--- src/rtl/hybrid_jump_sequencer.sv ---
// Hybrid-jump MOSFET sequencer: dead-time, dwell and armed jump control.
// Optional watchdog forced jump is built when HYBRID_JUMP_WATCHDOG_EN is defined.
module hybrid_jump_sequencer #(
  parameter int unsigned DEADTIME  = 10,
  parameter int unsigned MIN_DWELL = 100,
  parameter int unsigned WDT_LIMIT = 5000
) (
  input  logic       i_clock,
  input  logic       i_RESET,
  input  logic       i_enable,
  input  logic [3:0] i_jump_req,
  input  logic       i_skip_zero,
  output logic [3:0] o_MOSFET,
  output logic [1:0] o_sigma,
  output logic [1:0] o_mode,
  output logic       o_busy,
  output logic       o_wdt_flag
);

  typedef enum logic [1:0] {
    S_IDLE,
    S_DEAD,
    S_DWELL,
    S_ARMED
  } state_e;

  localparam logic [15:0] DT_LAST = 16'(DEADTIME - 1);
  localparam logic [15:0] DW_LAST = 16'(MIN_DWELL - 1);

  if (DEADTIME < 1 || DEADTIME > 255 ||
      MIN_DWELL < 1 || MIN_DWELL > 65535 ||
      WDT_LIMIT < 1 || WDT_LIMIT > 65535) begin : g_bad_param
    $error("hybrid_jump_sequencer: parameter out of range");
  end

  function automatic logic [3:0] pat_f(input logic [1:0] m);
    case (m)
      2'd0:    pat_f = 4'b1001;
      2'd1:    pat_f = 4'b0011;
      2'd2:    pat_f = 4'b0110;
      default: pat_f = 4'b0011;
    endcase
  endfunction

  function automatic logic [1:0] sig_f(input logic [1:0] m);
    case (m)
      2'd0:    sig_f = 2'b01;
      2'd2:    sig_f = 2'b11;
      default: sig_f = 2'b00;
    endcase
  endfunction

  state_e      state_q, state_d;
  logic [1:0]  mode_q, mode_d;
  logic [1:0]  tgt_q, tgt_d;
  logic        pend_q, pend_d;
  logic [3:0]  mos_q, mos_d;
  logic [1:0]  sig_q, sig_d;
  logic        busy_q, busy_d;
  logic [15:0] cnt_q, cnt_d;

`ifdef HYBRID_JUMP_WATCHDOG_EN
  localparam logic [15:0] WD_LAST = 16'(WDT_LIMIT - 1);
  logic wdt_q, wdt_d;
`endif

  // Next-state and registered-output logic; disable beats everything else.
  always_comb begin
    state_d = state_q;
    mode_d  = mode_q;
    tgt_d   = tgt_q;
    pend_d  = pend_q;
    mos_d   = mos_q;
    sig_d   = sig_q;
    cnt_d   = cnt_q;
`ifdef HYBRID_JUMP_WATCHDOG_EN
    wdt_d   = wdt_q;
`endif
    if (!i_enable) begin
      state_d = S_IDLE;
      mode_d  = 2'd0;
      tgt_d   = 2'd0;
      pend_d  = 1'b0;
      mos_d   = 4'b0000;
      sig_d   = 2'b00;
      cnt_d   = '0;
    end else begin
      unique case (state_q)
        S_IDLE: begin
          state_d = S_DEAD;
          mode_d  = 2'd0;
          mos_d   = 4'b0000;
          sig_d   = sig_f(2'd0);
          cnt_d   = '0;
        end
        S_DEAD: begin
          if (cnt_q == DT_LAST) begin
            state_d = S_DWELL;
            mos_d   = pat_f(mode_q);
            cnt_d   = '0;
          end else begin
            cnt_d = cnt_q + 16'd1;
          end
        end
        S_DWELL: begin
          if (cnt_q == DW_LAST) begin
            state_d = S_ARMED;
            cnt_d   = '0;
          end else begin
            cnt_d = cnt_q + 16'd1;
          end
        end
        S_ARMED: begin
          if (pend_q) begin
            state_d = S_DEAD;
            mode_d  = tgt_q;
            mos_d   = mos_q & pat_f(tgt_q);
            sig_d   = sig_f(tgt_q);
            pend_d  = 1'b0;
            cnt_d   = '0;
          end else if (i_jump_req[mode_q]) begin
            pend_d = 1'b1;
            tgt_d  = mode_q + (i_skip_zero ? 2'd2 : 2'd1);
            cnt_d  = '0;
`ifdef HYBRID_JUMP_WATCHDOG_EN
          end else if (cnt_q == WD_LAST) begin
            pend_d = 1'b1;
            tgt_d  = mode_q + 2'd1;
            wdt_d  = 1'b1;
            cnt_d  = '0;
          end else begin
            cnt_d = cnt_q + 16'd1;
`endif
          end
        end
        default: state_d = S_IDLE;
      endcase
    end
    busy_d = (state_d == S_DEAD);
  end

  // State and output registers with synchronous reset.
  always_ff @(posedge i_clock) begin
    if (i_RESET) begin
      state_q <= S_IDLE;
      mode_q  <= 2'd0;
      tgt_q   <= 2'd0;
      pend_q  <= 1'b0;
      mos_q   <= 4'b0000;
      sig_q   <= 2'b00;
      busy_q  <= 1'b0;
      cnt_q   <= '0;
`ifdef HYBRID_JUMP_WATCHDOG_EN
      wdt_q   <= 1'b0;
`endif
    end else begin
      state_q <= state_d;
      mode_q  <= mode_d;
      tgt_q   <= tgt_d;
      pend_q  <= pend_d;
      mos_q   <= mos_d;
      sig_q   <= sig_d;
      busy_q  <= busy_d;
      cnt_q   <= cnt_d;
`ifdef HYBRID_JUMP_WATCHDOG_EN
      wdt_q   <= wdt_d;
`endif
    end
  end

  assign o_MOSFET = mos_q;
  assign o_sigma  = sig_q;
  assign o_mode   = mode_q;
  assign o_busy   = busy_q;
`ifdef HYBRID_JUMP_WATCHDOG_EN
  assign o_wdt_flag = wdt_q;
`else
  assign o_wdt_flag = 1'b0;
`endif

endmodule

--- config.mk ---
export PLATFORM = sky130hd
export DESIGN_NAME = hybrid_jump_sequencer
export DESIGN_NICKNAME = d
export VERILOG_FILES = /design/src/rtl/hybrid_jump_sequencer.sv
export SDC_FILE = /design/constraint.sdc
export NUM_CORES = 1
export LEC_CHECK = 0
export ABC_AREA = 1
export BUFFER_PORTS_ARGS = -buffer_cell sky130_fd_sc_hd__clkbuf_2
export CAP_MARGIN = 20
export CORE_MARGIN = 3
export CORE_UTILIZATION = 50
export DETAILED_ROUTE_END_ITERATION = 8
export PLACE_DENSITY = 0.69
export SLEW_MARGIN = 30
export SYNTH_ARGS = -nofsm -noshare
export SYNTH_HDL_FRONTEND = slang
export SYNTH_SLANG_ARGS = --single-unit
--- constraint.sdc ---
create_clock -name i_clock -period 2 [get_ports i_clock]
set_input_delay 0.3 -clock i_clock [delete_from_list [all_inputs] [get_ports i_clock]]
set_output_delay 0.3 -clock i_clock [all_outputs]
set_load 0.03 [all_outputs]
Word level (Yosys, flattened, before mapping)
Cells that the tools add are included.
- RAM bits: 0
- bits of input ports: 8
- ROM bits: 0
- flip-flop bits (word level): 30
- bits in latches: 0
- output and inout port bits: 10
- logic and storage cells: 62
- memories: 0
- div/mod/pow operators: 0
- shift-type cells: 0
- muxes and demuxes: 28
- add/subtract/negate cells: 2
- multiply operators: 0
- equal/unequal tests: 11
- bitwise operators: 3
- reduce and logical (&&, ||, !) cells: 9
- magnitude comparators: 1
- operator list (kind ; count):
    $mux 16 ; 4
    $pmux 16 s4 ; 1
    $mux 4 ; 5
    $add 16x1->16 const B ; 1
    $eq 16x4->1 const B ; 1
    $eq 16x7->1 const B ; 1
    $pmux 4 s2 ; 2
    $mux 2 ; 7
    $pmux 2 s2 ; 3
    $pmux 4 s3 ; 1
    $eq 2x2->1 const B ; 4
    $pmux 2 s4 ; 1
    $logic_not 2->1 ; 3
    $reduce_and 3->1 ; 2
    $and 4x4->4 ; 1
    $eq 2x1->1 const B ; 2
    $ne 2x2->1 const B ; 2
    $lt 2x3->1 const B ; 1
    $mux 1 ; 3
    $ne 3x3->1 const B ; 1
    $reduce_bool 3->1 ; 1
    $add 2x2->2 ; 1
    $bmux 1 s2 ; 1
    $not 1->1 ; 2
    3 further kinds ; 3

Logic depth before layout (Yosys ltp)
Gate-level depths: netlist of the first run.
- depth in word-level cells: 8
- depth in mapped cells: 12
- mapped depth without buffers: 11

Worst setup path after synthesis of the first run
No wires, ideal clock.
- path kind: reg2reg
- start point: register state_q[1]
- end point: register cnt_q[11]
- stages on the path, launching flop included: 9
- slack: 463 ps
- buffers on the path: 1
- arrival time: 1421 ps
- required time: 1884 ps
- period minus slack after synthesis: 1537 ps
- library setup time: 116 ps
- cell sequence: dfxtp_1 -> ha_1 -> inv_2 -> nor2_2 -> nand3_2 -> buf_6 -> nand2_1 -> xor2_1 -> nor2_2
- longest elaborated chain between the ends: 2
- elaborated cells on any way between the ends: 6
- those cells by class: 4 x eq/ne; 1 x mux; 1 x reduce/logical
- ends and longest elaborated chain (item ; RTL line ; RTL):
    start, declared ; 53 ; state_e state_q, state_d;
    start signal, assigned ; 157 ; state_q <= state_d;
    $eq 2x2->1 (tied with other cells) ; 88 ; unique case (state_q)
    $pmux 16 s4 or $ne 3x3->1 (tied branches) ; - ;
    end signal, assigned ; 164 ; cnt_q <= cnt_d;
    end, declared ; 60 ; logic [15:0] cnt_q, cnt_d;
Parallel ways exist; a longest one is shown, timed or not.
A chain may end at the register's enable or synchronous reset.

Worst setup path in the final report of the first run
- start point: register state_q[1]
- end point: register cnt_q[4]
The elaborated chain is that of the path after synthesis.

==> impl_metrics.toml, run 1 <==
[critical_path]
slowest_stage = "dfxtp_1"
timing.rr.end = "cnt_q[4]"
path_buf_inv = 2
rrSetupSlack_ps = 230
crit_top_cell = "nor2_2"
r2r_start = "state_q[1]"
end_kind = "register"
arrival_ps = 1930
path_cells = "ha_1 -> inv_2 -> nor2_2 -> inv_1 -> nor2_2 -> o21bai_1 -> o21ai_0 -> nor2_1"
crit_fanout = 8
startpoint_type = "register"
crit_type = "reg -> reg"
crit_required_ps = 2160
rr_worst_depth = 8
cp_top_family = "simple AND/OR/NAND/NOR gates"
cpPeakStageDelay_ps = 430

[route]
viasPerCell = 4.79
drt-initial-drc-count = 111
ant_nets = 0
wire_per_inst_um = 10.8
drc_errors = 0
totalWireLength_mm = 3.71
first_pass_iters = 4
vias = 1649

[finish]
layout-drive-gt1-share = 0.158
seq_area_um2 = 601
final_cell_mix = "nand2_1 (68), inv_1 (38), nor2_1 (36), dfxtp_1 (30), nand3_1 (18)"
final_common_cell = "nand2_1"
instances_no_fill = 344
design_area_um2 = 2040
multiInputGateArea_um2 = 1060
fillers = 358
post-route-util = 0.591
n_antenna_cell = 0
layout.nets = 315
areaGrowthSynthToFinish_pct = 9.86

[sta]
rsz0062_at_grt = "no"
holdWs_ps = 190
final_max_slew_viol_count = 0
setup_violations = 0
final.setup.tns_ps = 0
finalCriticalPeriod_ps = 1770
skew_ps = 5.83
period_share = 0.886
postLayoutSetupSlackWorst_ps = 229
hold_viol = 0
fmax_mhz = 565

[clock_network]
ctsRootBufferMaster = "clkbuf_8"
cts_buffers = 5
clockBufferDepth = 2
htree_levels = 2
clk_latency_ps = 280
cts.sinks = 30
post_cts_buffers = 0
clk_pin_slew_worst_paths_ps = 60
cts_tree = "done"

[die]
initial_utilization = 0.538
die_w_um = 66.9
die_area_um2 = 4470
core_area_um2 = 3440
io_pins = 18
die_y_um = 66.9
rows = 21

[yosys]
syn-cell-area_um2 = 1850
ys_seq_area_frac = 0.324
avgSynthCellArea_um2 = 6.67
ys_seq_elements = 30
yosysWarnings = 0
synth_nets = 295
ys_types = 24
syn_inst = 278

[global_routing]
grt_pass1_wl_mm = 6.71
grt_max_degree = 16
grt-ovfl-total = 0
antenna_found_initial = 0
grt.total_usage = 0.198
grt_pass1_vias = 1498

[placement]
io_buffer_count = 16
placed_cell_area_um2 = 1950
dp_hpwl_mm = 2.86
place_ws_ps = 187
globalplace.congestion = 0.824
dpl.cell_count = 337

[min_path]
holdPathEnd = "state_q[1]"
hold_path_startpoint = "i_RESET"
hold_depth = 2
min_path_type = "in -> reg"

[power]
p_leak_nw = 0.852
p_per_area_nw_per_um2 = 557
peakVddDrop_uv = 279
total_power_mw = 1.13

[flow_run]
drv_cap = 0

[run_status]
status = "complete, no violations"
[where the power goes]
part           switching [mW]  internal, mW
clock network           0.213         0.239
registers             0.00357         0.602
logic                  0.0507        0.0252
[synthesized netlist by cell type]
master	instances	area, um^2
o21a_1	1	7.51
xnor2_1	1	8.76
o21bai_1	6	45.0
o21ai_0	15	75.1
nand2_2	5	31.3
o22ai_1	1	6.26
buf_4	2	15.0
a21oi_1	13	65.1
nor3_1	1	5.00
ha_1	9	113
inv_1	38	143
nand2_1	68	255
nand4_1	5	31.3
xor2_1	6	52.6
conb_1	1	3.75
buf_12	1	20.0
nor2_1	36	135
buf_6	1	11.3
inv_2	2	7.51
dfxtp_1	30	601
nand2_4	3	33.8
nor2_2	14	87.6
nand3_1	18	90.1
nand3_2	1	10.0
[routing by layer]
metal / global-route usage / part of all wire
met1: 0.286 / 0.53
met2: 0.282 / 0.41
met3: 0.0506 / 0.051
met4: 0.0684 / 0.010
met5: 0 / 0
[kinds of logic (layout without fill, tap and decap cells)]
group                    after synthesis  after routing  share of synthesized area
other                                  1              1                    0.00202
AND/OR/NAND/NOR                      151            151                      0.367
XOR/XNOR                               7              7                     0.0331
AO/OA/AOI/OAI                         36             36                      0.107
adder cells (fa/ha/maj)                9              9                     0.0608
buffers and inverters                 44             64                      0.106
flip-flops                            30             30                      0.324
[area by class of cell]
class / count / share of cell area
Sequential cell: 30 / 0.295
Tap cell: 46 / 0.0283
Timing Repair Buffer: 17 / 0.0430
Multi-Input combinational cell: 204 / 0.522
Clock buffer: 7 / 0.0375
Inverter: 40 / 0.0738
[worst max path at each step]
stage / start / to / slack, ps / cells after the start
6_report: state_q[1] / cnt_q[4] / 230 / 8
2_1_floorplan: state_q[1] / cnt_q[11] / 460 / 8
4_1_cts: state_q[1] / cnt_q[9] / 170 / 7
3_3_place_gp: state_q[1] / cnt_q[5] / 260 / 7
3_5_place_dp: state_q[1] / cnt_q[5] / 190 / 7
5_1_grt: state_q[1] / cnt_q[2] / 30 / 7
[what timing repair did]
action                     in CTS  in global routing
resized for setup               0                  1
hold buffers                    0                  0
setup endpoints to repair       0                  5
[worst register-to-register path, cell delays in order, from the launching register on]
cell and delay, ps:
dfxtp_1 430, ha_1 300, inv_2 90, nor2_2 180, inv_1 110, nor2_2 310, o21bai_1 100, o21ai_0 80
nor2_1 60
[registers in the layout (all words and copies together) (netlist names)]
name / count
cnt_q: 16
o_MOSFET: 4
o_mode: 2
o_sigma: 2
state_q: 2
tgt_q: 2
o_busy: 1
pend_q: 1
Note: power is estimated with default switching activity, not from simulation.
==> run 2, diff against run 1 <==
--- a/config.mk
+++ b/config.mk
@@ -5,13 +5,13 @@
 export SDC_FILE = /design/constraint.sdc
 export NUM_CORES = 1
 export LEC_CHECK = 0
-export ABC_AREA = 1
 export BUFFER_PORTS_ARGS = -buffer_cell sky130_fd_sc_hd__clkbuf_2
 export CAP_MARGIN = 20
 export CORE_MARGIN = 3
 export CORE_UTILIZATION = 50
 export DETAILED_ROUTE_END_ITERATION = 8
-export PLACE_DENSITY = 0.69
+export MAX_ROUTING_LAYER = met4
+export PLACE_DENSITY = 0.7
 export SLEW_MARGIN = 30
 export SYNTH_ARGS = -nofsm -noshare
 export SYNTH_HDL_FRONTEND = slang
==> constraint.sdc (replaced) <==
create_clock -name i_clock -period 1.8 [get_ports i_clock]
set_input_delay 0.27 -clock i_clock [delete_from_list [all_inputs] [get_ports i_clock]]
set_output_delay 0.27 -clock i_clock [all_outputs]
set_load 0.03 [all_outputs]
==> impl_metrics.toml, run 2 <==
[sta]
tightestPinTransition_ps = 559
final.setup.tns_ps = -2400
skew_ps = 15.0
hold_viol = 0
max-slew-margin-rel = 0.626
period_share = 1.10
postLayoutSetupSlackWorst_ps = -185
final_max_slew_viol_count = 0
finalCriticalPeriod_ps = 1990
holdWs_ps = 155
rsz0062_at_grt = "yes"
setup_violations = 22
fmax_mhz = 504

[power]
swShare = 0.207
power_frac_seq = 0.455
netSwitchingPower_mw = 0.304
p_comb_frac = 0.049
p_per_area_nw_per_um2 = 673
p_leak_nw = 0.863
peakVddDrop_uv = 461
clockPowerShare = 0.496
intPower_mw = 1.16

[critical_path]
cpPeakStageDelay_ps = 610
end_kind = "register"
crit_type = "reg -> reg"
arrival_ps = 2200
crit_fanout = 5
slowest_stage = "or4_4"
path_cells = "or4_4 -> nor4_4 -> a21oi_2 -> o311ai_1 -> o31ai_1"
crit_required_ps = 2020
startpoint_type = "register"

[finish]
design_area_um2 = 2180
post-route-util = 0.758
largest_reg_flops = 16
layout.nets = 249
final_cell_mix = "buf_4 (29), nor2_1 (25), dfxtp_1 (25), clkbuf_2 (16), nand4_1 (12)"
areaGrowthSynthToFinish_pct = 37.5
n_antenna_cell = 0
top_register = "cnt_q"
final_common_cell = "buf_4"
layout-drive-gt1-share = 0.352
instances_no_fill = 275

[yosys]
synth_nets = 201
syn_inst = 184
yosysTopAreaCell = "dfxtp_1"
synth_top_area_frac = 0.379
ys_seq_elements = 30
ys_types = 45
synth_edf_count = 0
synthTopCellsByArea = "dfxtp_1 (38%), ha_1 (7.1%), xor2_1 (6.1%)"
yosys.cell_count.top_type = "dfxtp_1"
ys_seq_area_frac = 0.379
synthTopCellsByCount = "dfxtp_1 (30), nor2_1 (25), nand2_1 (12), nand4_1 (12), xor2_1 (11)"
syn-cell-area_um2 = 1590
yosysWarnings = 0
async_flop_share = 0
synth_ff_type = "dfxtp_1"
avgSynthCellArea_um2 = 8.62

[clock_network]
htree_levels = 2
cts_tree = "done"
clk_pin_slew_worst_paths_ps = 110
clk_latency_ps = 340
cts.sinks = 30
ctsRootBufferMaster = "clkbuf_4"
cts_buffers = 5
clockBufferDepth = 2
holdBufCountCts = 0

[global_routing]
grt-ovfl-total = 0
grt_pass1_wl_mm = 6.52
antenna_found_initial = 0
grt.total_usage = 0.210
grt_pass1_vias = 1513
grt_max_degree = 15

[route]
first_pass_iters = 4
vias = 1565
ant_nets = 0
drc_errors = 0
drt-initial-drc-count = 183
viasPerCell = 5.69
totalWireLength_mm = 4.11
wire_per_inst_um = 14.9

[flow_run]
drv_cap = 0

[placement]
io_buffer_count = 16
dpl.cell_count = 265
placed_cell_area_um2 = 1960
dp_hpwl_mm = 2.81
globalplace.congestion = 0.891

[die]
die_y_um = 62.3
die_area_um2 = 3880
rows = 19
initial_utilization = 0.551
core_area_um2 = 2880
io_pins = 18
die_w_um = 62.3

[run_status]
status = "finished with violations"
violations = "setup timing"

[min_path]
min_path_type = "in -> reg"
run 2: final timing paths:
| check | start | to | slack [ps] | cells past startpoint |
|---|---|---|---|---|
| worst max-delay path | cnt_q[10] | o_MOSFET[2] | -190 | 5 |
| worst min-delay path | i_enable | o_busy | 160 | 2 |
| worst max register to register | cnt_q[10] | o_MOSFET[2] | -190 | 5 |
| worst min register to register | o_MOSFET[3] | o_MOSFET[3] | 520 | 2 |
run 2: repair_timing:
item | 4_1_cts | 5_1_grt
pin swaps | 3 | 7
buffers inserted | 0 | 2
gates resized for setup | 7 | 20
setup endpoints to repair | 22 | 23
run 2: power groups by stage:
stage,Combinational [mW],Clock (mW),Sequential [mW]
6_report,0.0713,0.729,0.668
5_1_grt,0.0763,0.763,0.669
4_1_cts,0.0666,0.731,0.668
3_5_place_dp,0.0645,0,0.683
3_3_place_gp,0.0618,0,0.683
2_1_floorplan,0.0346,0,0.690
run 2: cell families after synthesis:
family          count (synthesis)  share of synthesized area
simple gates                   80                      0.275
compound gates                 35                      0.144
flops                          30                      0.379
buf+inv                        15                     0.0426
xor+xnor                       13                     0.0718
fa+ha+maj                       9                     0.0710
other cells                     1                    0.00237
mux                             1                     0.0142
run 2: stage by stage:
| step | power [mW] | worst slack (ps) |
|---|---|---|
| 2_1_floorplan | 0.725 | -45.8 |
| 3_3_place_gp | 0.745 | -89.1 |
| 3_5_place_dp | 0.748 | -158 |
| 4_1_cts | 1.47 | -136 |
| 5_1_grt | 1.51 | -295 |
| 6_report | 1.47 | -185 |
run 2: metal layers:
metal	vias to the layer above	track usage	wire length, um
li1	760	-	-
met5	-	-	0
met3	6	0.0631	247
met2	54	0.351	2090
met1	745	0.240	1720
met4	0	0.0744	46
run 2: area by class of cell:
cell class / count / area [um^2]
tap: 42 / 52.6
inverter: 9 / 33.8
clock buffer: 6 / 51.3
fill: 200 / 697
multi-input combinational: 139 / 1040
sequential: 30 / 609
timing repair buffer: 47 / 329
clock inverter: 2 / 60.1
run 2: worst max-delay path, delay by kind of cell (launching register included):
| family | cells | cell delay, ps |
|---|---|---|
| AOI/OAI and AO/OA | 3 | 600 |
| and+or+nand+nor | 2 | 920 |
| DFF | 1 | 330 |
==> run 3, diff against run 2 <==
--- a/config.mk
+++ b/config.mk
@@ -7,7 +7,6 @@
 export LEC_CHECK = 0
 export BUFFER_PORTS_ARGS = -buffer_cell sky130_fd_sc_hd__clkbuf_2
 export CAP_MARGIN = 20
-export CORE_MARGIN = 3
 export CORE_UTILIZATION = 50
 export DETAILED_ROUTE_END_ITERATION = 8
 export MAX_ROUTING_LAYER = met4
@@ -16,3 +15,4 @@
 export SYNTH_ARGS = -nofsm -noshare
 export SYNTH_HDL_FRONTEND = slang
 export SYNTH_SLANG_ARGS = --single-unit
+export TNS_END_PERCENT = 30
==> impl_metrics.toml, run 3 (synthesis gave the netlist of run 2 again) <==
[finish]
layout.nets = 246
layout-drive-gt1-share = 0.300
top_register = "cnt_q"
final_cell_mix = "buf_4 (27), dfxtp_1 (26), nor2_1 (25), clkbuf_2 (16)"
areaGrowthSynthToFinish_pct = 29.4
largest_reg_flops = 16
n_antenna_cell = 0
post-route-util = 0.678
instances_no_fill = 274
final_common_cell = "buf_4"

[sta]
finalCriticalPeriod_ps = 1960
hold_viol = 0
postLayoutSetupSlackWorst_ps = -162
period_share = 1.09
rsz0062_at_grt = "yes"
final.setup.tns_ps = -2540
setup_violations = 22
skew_ps = 6.94
final_max_slew_viol_count = 0
fmax_mhz = 510

[die]
initial_utilization = 0.524
core_area_um2 = 3030
rows = 20
io_pins = 18
die_w_um = 58.3
die_y_um = 58.3
die_area_um2 = 3400

[clock_network]
htree_levels = 2
cts_buffers = 5
cts.sinks = 30
post_cts_buffers = 0
clockBufferDepth = 2
ctsRootBufferMaster = "clkbuf_4"
cts_tree = "done"
clk_latency_ps = 330
clk_pin_slew_worst_paths_ps = 100
holdBufCountCts = 0

[min_path]
min_path_type = "in -> reg"

[global_routing]
grt_pass1_wl_mm = 6.34
grt_max_degree = 15
grt-ovfl-total = 0
grt.total_usage = 0.251
grt_pass1_vias = 1518
antenna_found_initial = 0

[flow_run]
drv_cap = 0

[run_status]
violations = "setup timing"
status = "finished with violations"

[critical_path]
crit_required_ps = 2080
crit_top_cell = "or4_4"
cpPeakStageDelay_ps = 600
crit_fanout = 5
path_cells = "or4_4 -> or4_4 -> a211oi_2 -> and2_1"
end_kind = "register"
crit_type = "reg -> reg"
startpoint_type = "register"
slowest_stage = "or4_4"
arrival_ps = 2240

[route]
drt-initial-drc-count = 71
viasPerCell = 5.64
totalWireLength_mm = 3.78
first_pass_iters = 4
ant_nets = 0
vias = 1546
wire_per_inst_um = 13.8
drc_errors = 0

[placement]
globalplace.congestion = 0.894
dpl.cell_count = 266
io_buffer_count = 16
dp_hpwl_mm = 2.84

[power]
p_per_area_nw_per_um2 = 569
peakVddDrop_uv = 280
p_leak_nw = 0.815
==> run 3: layout make-up <==
type	instances	area, um^2
clock buffer	7	55.1
timing repair buffer	44	303
fill	246	976
inverter	9	33.8
tap	44	55.1
multi-input combinational	139	992
sequential	30	608
clock inverter	1	5.00
==> run 3: stage by stage <==
step                hold slack [ps]  total power [mW]  setup WS (ps)  area, um^2
finish                          185              1.17           -162        2050
global route                    180              1.21           -245        2050
CTS                             166              1.17           -146        2030
detailed placement              500             0.749           -140        1950
global placement                470             0.746          -86.7        1950
floorplan                       376             0.725          -45.8        1630
==> run 3: worst paths after layout <==
check | start | endpoint | slack (ps) | depth (start not counted)
min reg2reg | o_MOSFET[3] | o_MOSFET[3] | 500 | 2
min | i_enable | o_busy | 190 | 2
max reg2reg | cnt_q[15] | state_q[1] | -160 | 4
max | cnt_q[15] | state_q[1] | -160 | 4
==> run 3: what timing repair did <==
item	4_1_cts	5_1_grt
endpoints found under the setup margin	23	23
pin swaps	1	2
gates resized for setup	7	3
==> run 3: metal layers <==
layer	GRT usage	vias up	routed length, um
li1	-	756	-
met1	0.287	720	1660
met2	0.406	57	1850
met3	0.0615	13	185
met4	0.136	0	81
met5	-	-	0
==> run 3: power breakdown <==
part | internal, mW | switching [mW]
logic | 0.0267 | 0.0428
registers | 0.666 | 0.00205
clock network | 0.189 | 0.241
total | 0.882 | 0.286
==> run 3: critical path: cells and delay by family, from the launching register on <==
kind,cells,cell delay (ps)
compound gates,1,230
flops,1,330
simple gates,3,1350
